## src/rtl/operand_sweep_pkg.sv

```systemverilog
// ============================================================================
// Module      : operand_sweep_pkg
// Description : Shared definitions for the operand sweep driver: the 2-bit
//               state encoding and the width of the captured result table.
// Revision    : 1.0 - initial release
// ============================================================================
`default_nettype none

package operand_sweep_pkg;

  // One 2-bit result per {a,b} combination: 16 entries x 2 bits.
  localparam int TABLE_W = 32;

  typedef enum logic [1:0] {
    ST_IDLE    = 2'd0,
    ST_SETTLE  = 2'd1,
    ST_CAPTURE = 2'd2,
    ST_DONE    = 2'd3
  } state_e;

endpackage

`default_nettype wire

```

## src/rtl/operand_sweep.sv

```systemverilog
// ============================================================================
// Module      : operand_sweep
// Description : Drives a 2-bit combinational function stage through all 16
//               {a,b} operand combinations, waits SETTLE cycles after each
//               change, captures the stage's c output into a 32-bit table.
// Revision    : 1.0 - initial release
// ----------------------------------------------------------------------------
// Parameters:
//   SETTLE     - cycles operands are held before capture (legal 1..15)
// Ports:
//   clk        - sole clock, rising edge
//   rst        - asynchronous active-high reset
//   start      - begin a sweep; sampled only in IDLE
//   a, b       - operands to the function stage ({a,b} = current index)
//   c          - result returned by the function stage
//   busy       - high while in SETTLE or CAPTURE
//   done       - one-cycle pulse in the DONE state
//   valid      - table_out holds a complete sweep
//   table_out  - bits [2k+1:2k] hold c captured for index k = {a,b}
// ============================================================================
`default_nettype none

module operand_sweep
  import operand_sweep_pkg::*;
#(
  parameter int SETTLE = 1
) (
  input  logic               clk,
  input  logic               rst,
  input  logic               start,
  output logic [1:0]         a,
  output logic [1:0]         b,
  input  logic [1:0]         c,
  output logic               busy,
  output logic               done,
  output logic               valid,
  output logic [TABLE_W-1:0] table_out
);

  localparam logic [3:0] SETTLE_LAST = 4'(SETTLE - 1);
  localparam logic [3:0] IDX_LAST    = 4'hF;

  state_e               state_q, state_d;
  logic [3:0]           idx_q,   idx_d;
  logic [3:0]           cnt_q,   cnt_d;
  logic [TABLE_W-1:0]   table_q, table_d;
  logic                 valid_q, valid_d;
  logic                 busy_q,  busy_d;
  logic                 done_q,  done_d;
  logic [4:0]           bit_sel;

  // Bit offset of the current index's 2-bit entry in the table.
  assign bit_sel = {idx_q, 1'b0};

  always_comb begin
    state_d = state_q;
    idx_d   = idx_q;
    cnt_d   = cnt_q;
    table_d = table_q;
    valid_d = valid_q;

    case (state_q)
      ST_IDLE: begin
        // Clearing happens only on an accepted start so a finished table
        // stays readable while idling.
        if (start) begin
          state_d = ST_SETTLE;
          idx_d   = 4'd0;
          cnt_d   = 4'd0;
          table_d = '0;
          valid_d = 1'b0;
        end
      end

      ST_SETTLE: begin
        cnt_d = cnt_q + 4'd1;
        if (cnt_q == SETTLE_LAST) begin
          state_d = ST_CAPTURE;
        end
      end

      ST_CAPTURE: begin
        table_d[bit_sel +: 2] = c;
        // Index 15 never wraps here; it returns to 0 only via DONE.
        if (idx_q == IDX_LAST) begin
          state_d = ST_DONE;
        end else begin
          idx_d   = idx_q + 4'd1;
          cnt_d   = 4'd0;
          state_d = ST_SETTLE;
        end
      end

      ST_DONE: begin
        valid_d = 1'b1;
        idx_d   = 4'd0;
        state_d = ST_IDLE;
      end

      default: begin
        state_d = ST_IDLE;
      end
    endcase

    // Status outputs are registered from the next state so they line up
    // exactly with the state they describe.
    busy_d = (state_d == ST_SETTLE) || (state_d == ST_CAPTURE);
    done_d = (state_d == ST_DONE);
  end

  always_ff @(posedge clk or posedge rst) begin
    if (rst) begin
      state_q <= ST_IDLE;
      idx_q   <= 4'd0;
      cnt_q   <= 4'd0;
      table_q <= '0;
      valid_q <= 1'b0;
      busy_q  <= 1'b0;
      done_q  <= 1'b0;
    end else begin
      state_q <= state_d;
      idx_q   <= idx_d;
      cnt_q   <= cnt_d;
      table_q <= table_d;
      valid_q <= valid_d;
      busy_q  <= busy_d;
      done_q  <= done_d;
    end
  end

  // Operands follow the index directly, so they only move on the edge that
  // leaves CAPTURE (or DONE, which returns idx to 0).
  assign a         = idx_q[3:2];
  assign b         = idx_q[1:0];
  assign busy      = busy_q;
  assign done      = done_q;
  assign valid     = valid_q;
  assign table_out = table_q;

endmodule

`default_nettype wire
```

## config.mk

```make
export PLATFORM = sky130hd
export DESIGN_NAME = operand_sweep
export DESIGN_NICKNAME = d
export VERILOG_FILES = /design/src/rtl/operand_sweep_pkg.sv /design/src/rtl/operand_sweep.sv
export SDC_FILE = /design/constraint.sdc
export NUM_CORES = 1
export LEC_CHECK = 0
export ABC_AREA = 1
export CAP_MARGIN = 20
export CELL_PAD_IN_SITES_DETAIL_PLACEMENT = 1
export CELL_PAD_IN_SITES_GLOBAL_PLACEMENT = 1
export CORE_MARGIN = 2
export CORE_UTILIZATION = 42
export CTS_BUF_LIST = sky130_fd_sc_hd__clkbuf_8
export DETAILED_ROUTE_END_ITERATION = 6
export GPL_TIMING_DRIVEN = 0
export HOLD_SLACK_MARGIN = 0.05
export PLACE_DENSITY_LB_ADDON = 0.1
export SLEW_MARGIN = 5
export SYNTH_ARGS = -nofsm -noshare
export SYNTH_HDL_FRONTEND = slang
export SYNTH_SLANG_ARGS = --single-unit
```

## constraint.sdc

```tcl
create_clock -name clk -period 3.7 [get_ports clk]
set_clock_uncertainty 0.05 [all_clocks]
set_input_delay 0.555 -clock clk [delete_from_list [all_inputs] [get_ports clk]]
set_output_delay 0.555 -clock clk [all_outputs]
set_load 0.1 [all_outputs]
```

# Word-level counts from Yosys, hierarchy flattened
# Cells that the tools add are included.
totals:
  mem_bits_ro: 0
  mem_count: 0
  latchBits: 0
  register_bits: 45
  word_cells: 46
  inputBits: 5
  ramBits: 0
op_classes:
  reduce_logical: 11
  shift: 2
  n_bitwise: 0
  div: 0
  addsub: 3
  order_cmp: 0
  n_eq_ne: 9
  multipliers: 0
  mux: 14
ops:
  columns: ["op", "count"]
  rows:
  - ["one-hot mux 32 bit (2 select lines)", 1]
  - ["bitwise mux 32 bit", 1]
  - ["2-to-1 mux 32 bit", 1]
  - ["variable shift 2 x 7 -> 32 bit, first input constant", 1]
  - ["variable part select 2 x 7 -> 32 bit", 1]
  - ["one-hot mux 4 bit (3 select lines)", 2]
  - ["2-to-1 mux 4 bit", 3]
  - ["adder 4 x 1 -> 4 bit, second input constant", 2]
  - ["== test 2 bit, second input constant", 4]
  - ["one-hot mux 2 bit (4 select lines)", 1]
  - ["negator 5 -> 7 bit", 1]
  - ["2-to-1 mux 2 bit", 3]
  - ["AND reduction 3 bit", 2]
  - ["nonzero test 3 bit", 2]
  - ["== test 2 x 1 -> 1 bit, second input constant", 2]
  - ["== test 4 bit, second input constant", 1]
  - ["logical NOT 4 bit", 1]
  - ["inequality test 2 bit, second input constant", 2]
  - ["AND reduction 2 bit", 2]
  - ["nonzero test 2 bit", 2]
  - ["logical NOT 2 bit", 1]
  - ["one-hot mux 1 bit (2 select lines)", 1]
  - ["logical OR 1 bit", 1]
  - ["2-to-1 mux 1 bit", 1]

# Logic depth before layout (Yosys ltp)
# Gate-level depths: netlist of the first run.
depth:
  word_depth: 5
  mapped_depth: 11
  ltp_nobuf: 11

# Least setup slack after synthesis of the first run
# OpenSTA, ideal clock, no wires.
synth_timing:
  path_type: "register to register"
  from: "register idx_q[0]"
  to: "register table_q[24] (netlist: table_out[24])"
  setup_ns: 0.123
  arrival_ns: 2.324
  synth_period_minus_slack_ns: 2.497
  path_stages_with_launch: 9
  path_slack_ns: 1.203
  cell_sequence: "dfrtp_1 -> inv_1 -> ha_1 -> inv_1 -> nand3_1 -> nor2_1 -> nand3_1 -> nand3_1 -> nand2_1"
synth_via:
  elab_chain_cells: 4
  word_cells_on_any_way: 5
  classes_between: "add/sub: 1; shift: 2; mux: 2"
synth_rtl:
  columns: ["item", "line", "text"]
  rows:
  - ["start, declared", "operand_sweep.sv:44", "logic [3:0] idx_q, idx_d;"]
  - ["start signal, assigned", "operand_sweep.sv:122", "idx_q <= idx_d;"]
  - ["negator 5 -> 7 bit *", "operand_sweep.sv:83", "table_d[bit_sel +: 2] = c;"]
  - ["variable part select 2 x 7 -> 32 bit or variable shift 2 x 7 -> 32 bit (tied branches)", "operand_sweep.sv:83", null]
  - ["bitwise mux 32 bit *", "operand_sweep.sv:83", null]
  - ["one-hot mux 32 bit (2 select lines) *", "operand_sweep.sv:62", "case (state_q)"]
  - ["end signal, assigned", "operand_sweep.sv:124", "table_q <= table_d;"]
  - ["end, declared", "operand_sweep.sv:46", "logic [TABLE_W-1:0] table_q, table_d;"]
# Mark *: on every way between the ends. The rest lies on a longest branch, timed or not.
# A chain may end at the register's enable or synchronous reset.

# Worst setup path after layout of the first run
layout_timing:
  from: "register idx_q[0]"
  to: "output b[0]"
layout_lines:
  columns: ["item", "line", "text"]
  rows:
  - ["end, declared", "operand_sweep.sv:32", "output logic [1:0] b,"]
# No word-level cell between the ends.

==> metrics.yaml, run 1 <==
dp.final_hpwl_um: 4500
power_leakage_nw: 1.41
wl_per_cell_um: 14.9
rsz0062_at_grt: "no"
gp_congestion: 0.810
synthCells: 277
use_met3: 0.0419
synth_compound_area_frac: 0.0520
clockBufferDepth: 2
netlist_area_mm2: 0.00226
vias: 2002
drive_gt1_frac: 0.104
antenna_found_initial: 0
grt_pass1_wl_um: 10200
synth.largest_area_cell: "dfrtp_1"
maxCapViolCount: 0
grt_pass1_vias: 2117
cts_root_buf: "clkbuf_8"
ioPinCount: 44
synth.avg_cell_area_um2: 8.16
nFillCells: 652
die-width_um: 77.4
arrival_ns: 2.02
layout_setup_ws_ns: 1.07
dr.pass1.iters: 4
post-route-drc-count: 0
power_frac_seq: 0.360
cts_resized: 0
top_usage_layer: "met2"
routed_wl_um: 5920
startpoint_type: "register"
mostFrequentLayoutCells: "64 x nand2_1, 57 x nand3_1, 45 x dfrtp_1"
grt_overflow: 0
crit_family: "buffers and inverters"
synth_cell_types: 23
postCtsSetupRepairBufs: 0
grt_use_met2: 0.390
r2r_setup_slack_ns: 1.55
layout_commonest_cell: "nand2_1"
setup_viol: 0
clock_power_share: 0.185
worst_slew_pin_slew_ns: 1.00
synthMuxAreaShare: 0
die_area_mm2: 0.00599
register_area_mm2: 0.00113
synth.area.top_cells: "dfrtp_1 50%, nand3_1 13%, nand2_1 11%"
switching_share: 0.479
ys_warn_count: 0
cts_made_buffers: 5
pwr-share-comb: 0.454
multi_input_area_um2: 958
critPathKind: "register to primary output"
intPower_w: 0.000864
drtIter0Drc: 56
std_cell_rows: 26
p_switching_w: 0.000795
ant_nets: 0
coreArea_mm2: 0.00514
yosys.area_share.simple: 0.325
status: "complete, no violations"
hold_buffers: 0
peakVddDrop_mv: 0.374
grt_max_degree: 24
cp_cell_sequence: "clkdlybuf4s50_1"
relSlewSlack: 0.331
cp_max_fo: 8
path_clk_slew_ns: 0.09
htree_levels: 2
fmax_mhz: 381
synth-xor-area-share: 0.00775
pre_cts_slack_ns: 1.23
period_minus_slack_ns: 2.63
required_ns: 3.09
final_nets: 338
slew_viol_final: 0
die_h_um: 77.4
synth-seq-cells: 45
area_delta_synth_final_pct: 27.1
synthAdderAreaFrac: 0.0387
clk_latency_ns: 0.30
cts_tree: "done"
critPathMaxStageDelay_ns: 1.20
cp_slowest_cell: "clkdlybuf4s50_1"
start_util: 0.440
portBuffers: 41
numClockSinks: 45
synth_top_cell_area_share: 0.498
total_power_w: 0.00166
cellPowerDensity_mw_per_mm2: 577
grt_util_all_layers: 0.215
yosysSeqAreaShare: 0.498
endpoint_kind: "primary output"
critPathBufInv: 1
syn_nets: 289
hold_violations: 0
timing.setup.tns_ns: 0
diodes: 0
met1_usage: 0.261
post-route-period-util: 0.710
hold_class: "register to register"
synth_top_family_by_area: "simple AND/OR/NAND/NOR gates"
viasPerCell: 5.06
-- synth_stat cells (all sizes together) --
library cell   n
clkbuf         3
inv           34
nand3         59
buf            2
dfrtp         45
nand2         74
clkinv         4
xor2           2
nor3           2
o21ai         17
o22ai          1
or2            3
nor2          21
a21oi          3
ha             7
-- registers in the layout, indices dropped and copies added, names as in the netlist --
register,count
busy,1
cnt_q,4
done,1
idx_q,4
state_q,2
table_out,32
valid,1
-- through the flow --
step | hold WS, ns | util | instances | instance area (um2)
2_1_floorplan | 0.442 | - | 277 | 2260
3_3_place_gp | 0.407 | 0.537 | 388 | 2760
6_report | 0.434 | 0.559 | 396 | 2870
5_1_grt | 0.469 | 0.559 | 396 | 2870
3_5_place_dp | 0.416 | 0.542 | 389 | 2790
4_1_cts | 0.437 | 0.559 | 396 | 2870
-- worst paths after layout --
kind | end | start | depth (start not counted)
worst max-delay path | b[0] | idx_q[0]$_DFFE_PP0P_ | 1
worst min-delay path | valid$_DFFE_PP0P_ | valid$_DFFE_PP0P_ | 2
worst max register to register | table_out[24]$_DFFE_PP0P_ | idx_q[0]$_DFFE_PP0P_ | 8
worst min register to register | valid$_DFFE_PP0P_ | valid$_DFFE_PP0P_ | 2
max in group asynchronous | table_out[13]$_DFFE_PP0P_ | rst | 3
min in group asynchronous | table_out[14]$_DFFE_PP0P_ | rst | 2
-- power groups by stage --
stage	sequential (W)	combinational, W	clock, W
2_1_floorplan	0.000800	0.000361	0
3_3_place_gp	0.000606	0.000727	0
3_5_place_dp	0.000608	0.000753	0
4_1_cts	0.000598	0.000761	0.000311
5_1_grt	0.000608	0.000830	0.000335
6_report	0.000597	0.000754	0.000308
-- kinds of logic after synthesis --
logic type,count (synthesis)
adder cells (fa/ha/maj),7
buffers and inverters,43
AO/OA/AOI/OAI,21
flip-flops,45
AND/OR/NAND/NOR,159
XOR/XNOR,2
-- routing by layer --
metal,part of all wire,up-vias
met5,0,-
met4,0.014,0
met3,0.031,7
met2,0.50,34
met1,0.45,979
li1,-,982
-- layout make-up --
class / count / area share
Clock inverter: 1 / 0.00131
Clock buffer: 6 / 0.0287
Multi-Input combinational cell: 189 / 0.334
Sequential cell: 45 / 0.392
Tap cell: 70 / 0.0305
Buffer: 5 / 0.0118
Timing Repair Buffer: 42 / 0.152
Inverter: 38 / 0.0497
Power figures use the tool's default switching activity.
==> inputs of run 2 (changes only) <==
- CORE_UTILIZATION: 42 -> 35
- clock period: 3.7 -> 2.4 ns (I/O delays scaled with it)
==> metrics.yaml, run 2 (synthesis gave the netlist of run 1 again) <==
setup_viol: 0
relSlewSlack: 0.336
worst_slew_pin_slew_ns: 0.993
dp.cells: 396
final_nets: 338
cts_resized: 1
hold_class: "input port to register"
ant_nets: 0
pre_cts_slack_ns: 0.124
critPathMaxStageDelay_ns: 1.18
reg2reg_depth: 9
hold_buffers: 0
die_h_um: 84.4
register_area_mm2: 0.00113
whs_ns: 0.268
dr.pass1.iters: 4
vias: 1945
clockBufferDepth: 2
cts_made_buffers: 5
endpoint_kind: "primary output"
grt_util_all_layers: 0.176
grt_overflow: 0
final_cells: 404
layout_commonest_cell: "nand2_1"
htree_levels: 2
power_leakage_nw: 1.46
wl_per_cell_um: 14.1
cp_slowest_cell: "clkdlybuf4s50_1"
grt_max_degree: 25
hold-path-endpoint: "table_out[16]$_DFFE_PP0P_"
clk_latency_ns: 0.30
cp_max_fo: 8
numClockSinks: 45
cts_tree: "done"
post-route-drc-count: 0
stdcell_area_mm2: 0.00288
total_power_w: 0.00253
critPathBufInv: 1
hp-start: "c[0]"
hold_violations: 0
slew_viol_final: 0
peakVddDrop_mv: 0.498
maxCapViolCount: 0
die-width_um: 84.4
start_util: 0.358
cp_cell_sequence: "clkdlybuf4s50_1"
postCtsSetupRepairBufs: 0
hold_path_depth: 3
gp_congestion: 0.783
grt_pass1_wl_um: 10100
ioPinCount: 44
r2r-start: "idx_q[0]$_DFFE_PP0P_"
std_cell_rows: 29
post-route-period-util: 0.975
rsz0062_at_grt: "no"
rr_endpoint: "table_out[24]$_DFFE_PP0P_"
nFillCells: 780
cellPowerDensity_mw_per_mm2: 880
routed_wl_um: 5700
largest_reg_flops: 32
r2r_setup_slack_ns: 0.44
critPathKind: "register to primary output"
crit_family: "buffers and inverters"
drtIter0Drc: 49
required_ns: 1.99
fmax_mhz: 427
multi_input_area_um2: 958
cts_root_buf: "clkbuf_8"
coreArea_mm2: 0.00631
period_minus_slack_ns: 2.34
diodes: 0
antenna_found_initial: 0
viasPerCell: 4.81
grt_pass1_vias: 2164
arrival_ns: 1.93
layout_setup_ws_ns: 0.0595
portBuffers: 41
area_delta_synth_final_pct: 27.4
startpoint_type: "register"
drive_gt1_frac: 0.104
placed_cell_area_mm2: 0.00280
path_clk_slew_ns: 0.08
status: "complete, no violations"
mostFrequentLayoutCells: "64 x nand2_1, 57 x nand3_1, 44 x dfrtp_1"
die_area_mm2: 0.00712
dp.final_hpwl_um: 4350
run 2: cell count changes in the layout (fill, tap and decap cells not counted), sizes merged:
cell,delta
clkbuf,-1
clkdlybuf4s50,-3
dlygate4sd2,+1
dlymetal6s2s,+2
inv,+2
run 2: worst max path at each step:
stage	cells past startpoint	endpoint	slack (ns)	from
after floorplan	8	table_out[24]$_DFFE_PP0P_	0.08	idx_q[1]$_DFFE_PP0P_
after global placement	2	idx_q[0]$_DFFE_PP0P_	-0.22	rst
after detailed placement	5	busy$_DFF_PP0_	0.12	start
after CTS	1	a[1]	0.01	idx_q[3]$_DFFE_PP0P_
after global routing	1	b[0]	0.01	idx_q[0]$_DFFE_PP0P_
final	1	b[0]	0.06	idx_q[0]$_DFFE_PP0P_
run 2: where the power goes:
part | total, W | internal [W] | leakage (nW) | switching, W
sequential | 0.000922 | 0.000848 | 0.616 | 0.0000747
combinational | 0.00116 | 0.000265 | 0.790 | 0.000899
clock | 0.000448 | 0.000195 | 0.0519 | 0.000253
total | 0.00253 | 0.00131 | 1.46 | 0.00123
run 2: final cells by class:
class	count	share of cell area
sequential	45	0.391
buffer	5	0.0117
clock inverter	3	0.00391
multi-input combinational	189	0.333
tap	77	0.0334
clock buffer	5	0.0239
timing repair buffer	42	0.153
inverter	38	0.0495
run 2: worst reg2reg max path, cell delays in order (launching register included):
cell	delay, ns
dfrtp_2	0.47
inv_1	0.20
ha_1	0.31
inv_1	0.21
nand3_1	0.14
nor2_1	0.19
inv_1	0.06
nor2_1	0.15
nand2_1	0.06
nand2_1	0.06
run 2: routing by layer:
layer	vias up	global-route usage	part of all wire	wire length [um]
met4	0	0.0476	0.011	63
li1	976	-	-	-
met5	-	0	0	0
met1	937	0.239	0.48	2760
met3	6	0.0305	0.026	147
met2	26	0.294	0.48	2730
run 2: stage by stage:
stage	utilization	TNS, ns
floorplan	-	0
global placement	0.439	-3.52
detailed placement	0.443	0
CTS	0.455	0
global route	0.456	0
finish	0.456	0
==> inputs of run 3 (changes only) <==
- SETUP_SLACK_MARGIN: unset -> 0.1
==> metrics.yaml, run 3 (synthesis gave the netlist of run 1 again) <==
status: "complete, no violations"
mostFrequentLayoutCells: "64 x nand2_1, 57 x nand3_1, 43 x dfrtp_1"
use_met3: 0.0344
critPathKind: "register to primary output"
dr.pass1.iters: 4
cts_made_buffers: 5
routed_wl_um: 5680
ant_nets: 0
slew_viol_final: 0
coreArea_mm2: 0.00631
grt_util_all_layers: 0.175
clk_latency_ns: 0.30
top_usage_layer: "met2"
viasPerCell: 4.89
arrival_ns: 1.82
worst_slew_pin_slew_ns: 0.971
dp.cells: 396
maxCapViolCount: 0
postCtsSetupRepairBufs: 0
start_util: 0.358
final_nets: 338
std_cell_rows: 29
hold_class: "input port to register"
dp.final_hpwl_um: 4400
drive_gt1_frac: 0.107
vias: 1977
rsz0062_at_grt: "no"
power_leakage_nw: 1.43
startpoint_type: "register"
antenna_found_initial: 0
htree_levels: 2
relSlewSlack: 0.351
required_ns: 1.99
total_power_w: 0.00252
grt_pass1_vias: 2105
hold_violations: 0
setup_viol: 0
cts_tree: "done"
grt_pass1_wl_um: 9940
final_cells: 404
cp_max_fo: 2
stdcell_area_mm2: 0.00287
timing.setup.tns_ns: 0
ioPinCount: 44
diodes: 0
numClockSinks: 45
cts_root_buf: "clkbuf_8"
peakVddDrop_mv: 0.507
cellPowerDensity_mw_per_mm2: 879
layout_setup_ws_ns: 0.174
cp_cell_sequence: "clkdlybuf4s50_1"
portBuffers: 41
period_minus_slack_ns: 2.23
pre_cts_slack_ns: 0.106
endpoint_kind: "primary output"
area_delta_synth_final_pct: 26.7
die-width_um: 84.4
grt_max_degree: 25
met1_usage: 0.229
layout_commonest_cell: "nand2_1"
wl_per_cell_um: 14.0
die_h_um: 84.4
fmax_mhz: 449
grt_use_met2: 0.297
critPathBufInv: 1
drtIter0Drc: 85
cp_slowest_cell: "clkdlybuf4s50_1"
post-route-period-util: 0.927
gp_congestion: 0.775
crit_family: "buffers and inverters"
die_area_mm2: 0.00712
grt_overflow: 0
nFillCells: 793
largest_reg_flops: 32
post-route-drc-count: 0
clockBufferDepth: 2
critPathMaxStageDelay_ns: 1.14
placed_cell_area_mm2: 0.00279
path_clk_slew_ns: 0.08
[run 3: worst paths after layout]
path | from | end | slack [ns] | depth (start not counted)
hold / removal | c[0] | table_out[16]$_DFFE_PP0P_ | 0.27 | 3
setup reg to reg | idx_q[0]$_DFFE_PP0P_ | table_out[24]$_DFFE_PP0P_ | 0.42 | 9
max in group asynchronous | rst | idx_q[1]$_DFFE_PP0P_ | 1.45 | 3
hold reg to reg | valid$_DFFE_PP0P_ | valid$_DFFE_PP0P_ | 0.42 | 2
min in group asynchronous | rst | table_out[15]$_DFFE_PP0P_ | 0.34 | 2
setup / recovery | table_out[4]$_DFFE_PP0P_ | table_out[4] | 0.17 | 1
[run 3: power by group]
group	switching [W]	internal [W]
Combinational	0.000889	0.000252
Clock	0.000261	0.000195
Sequential	0.0000745	0.000848
Total	0.00122	0.00129
[run 3: stage by stage]
| step | util | hold WS (ns) |
|---|---|---|
| finish | 0.454 | 0.269 |
| global route | 0.454 | 0.276 |
| CTS | 0.454 | 0.262 |
| detailed placement | 0.442 | 0.412 |
| global placement | 0.439 | 0.412 |
| floorplan | - | 0.442 |
[run 3: timing repair]
item	in CTS	in global routing
endpoints found under the setup margin	4	0
gates resized for setup	4	0
hold buffers	0	0
hold endpoints to repair	0	0
[run 3: final cells by class]
type / count / area (um2) / area share
Sequential cell: 45 / 1130 / 0.394
Clock inverter: 3 / 11.3 / 0.00393
Tap cell: 77 / 96.3 / 0.0336
Clock buffer: 5 / 68.8 / 0.0240
Buffer: 5 / 33.8 / 0.0118
Inverter: 38 / 143 / 0.0498
Timing Repair Buffer: 42 / 425 / 0.148
Multi-Input combinational cell: 189 / 958 / 0.334
[run 3: routing by layer]
layer / part of all wire / vias to the layer above
met2: 0.47 / 27
li1: - / 985
met3: 0.027 / 7
met5: 0 / -
met4: 0.014 / 0
met1: 0.49 / 958
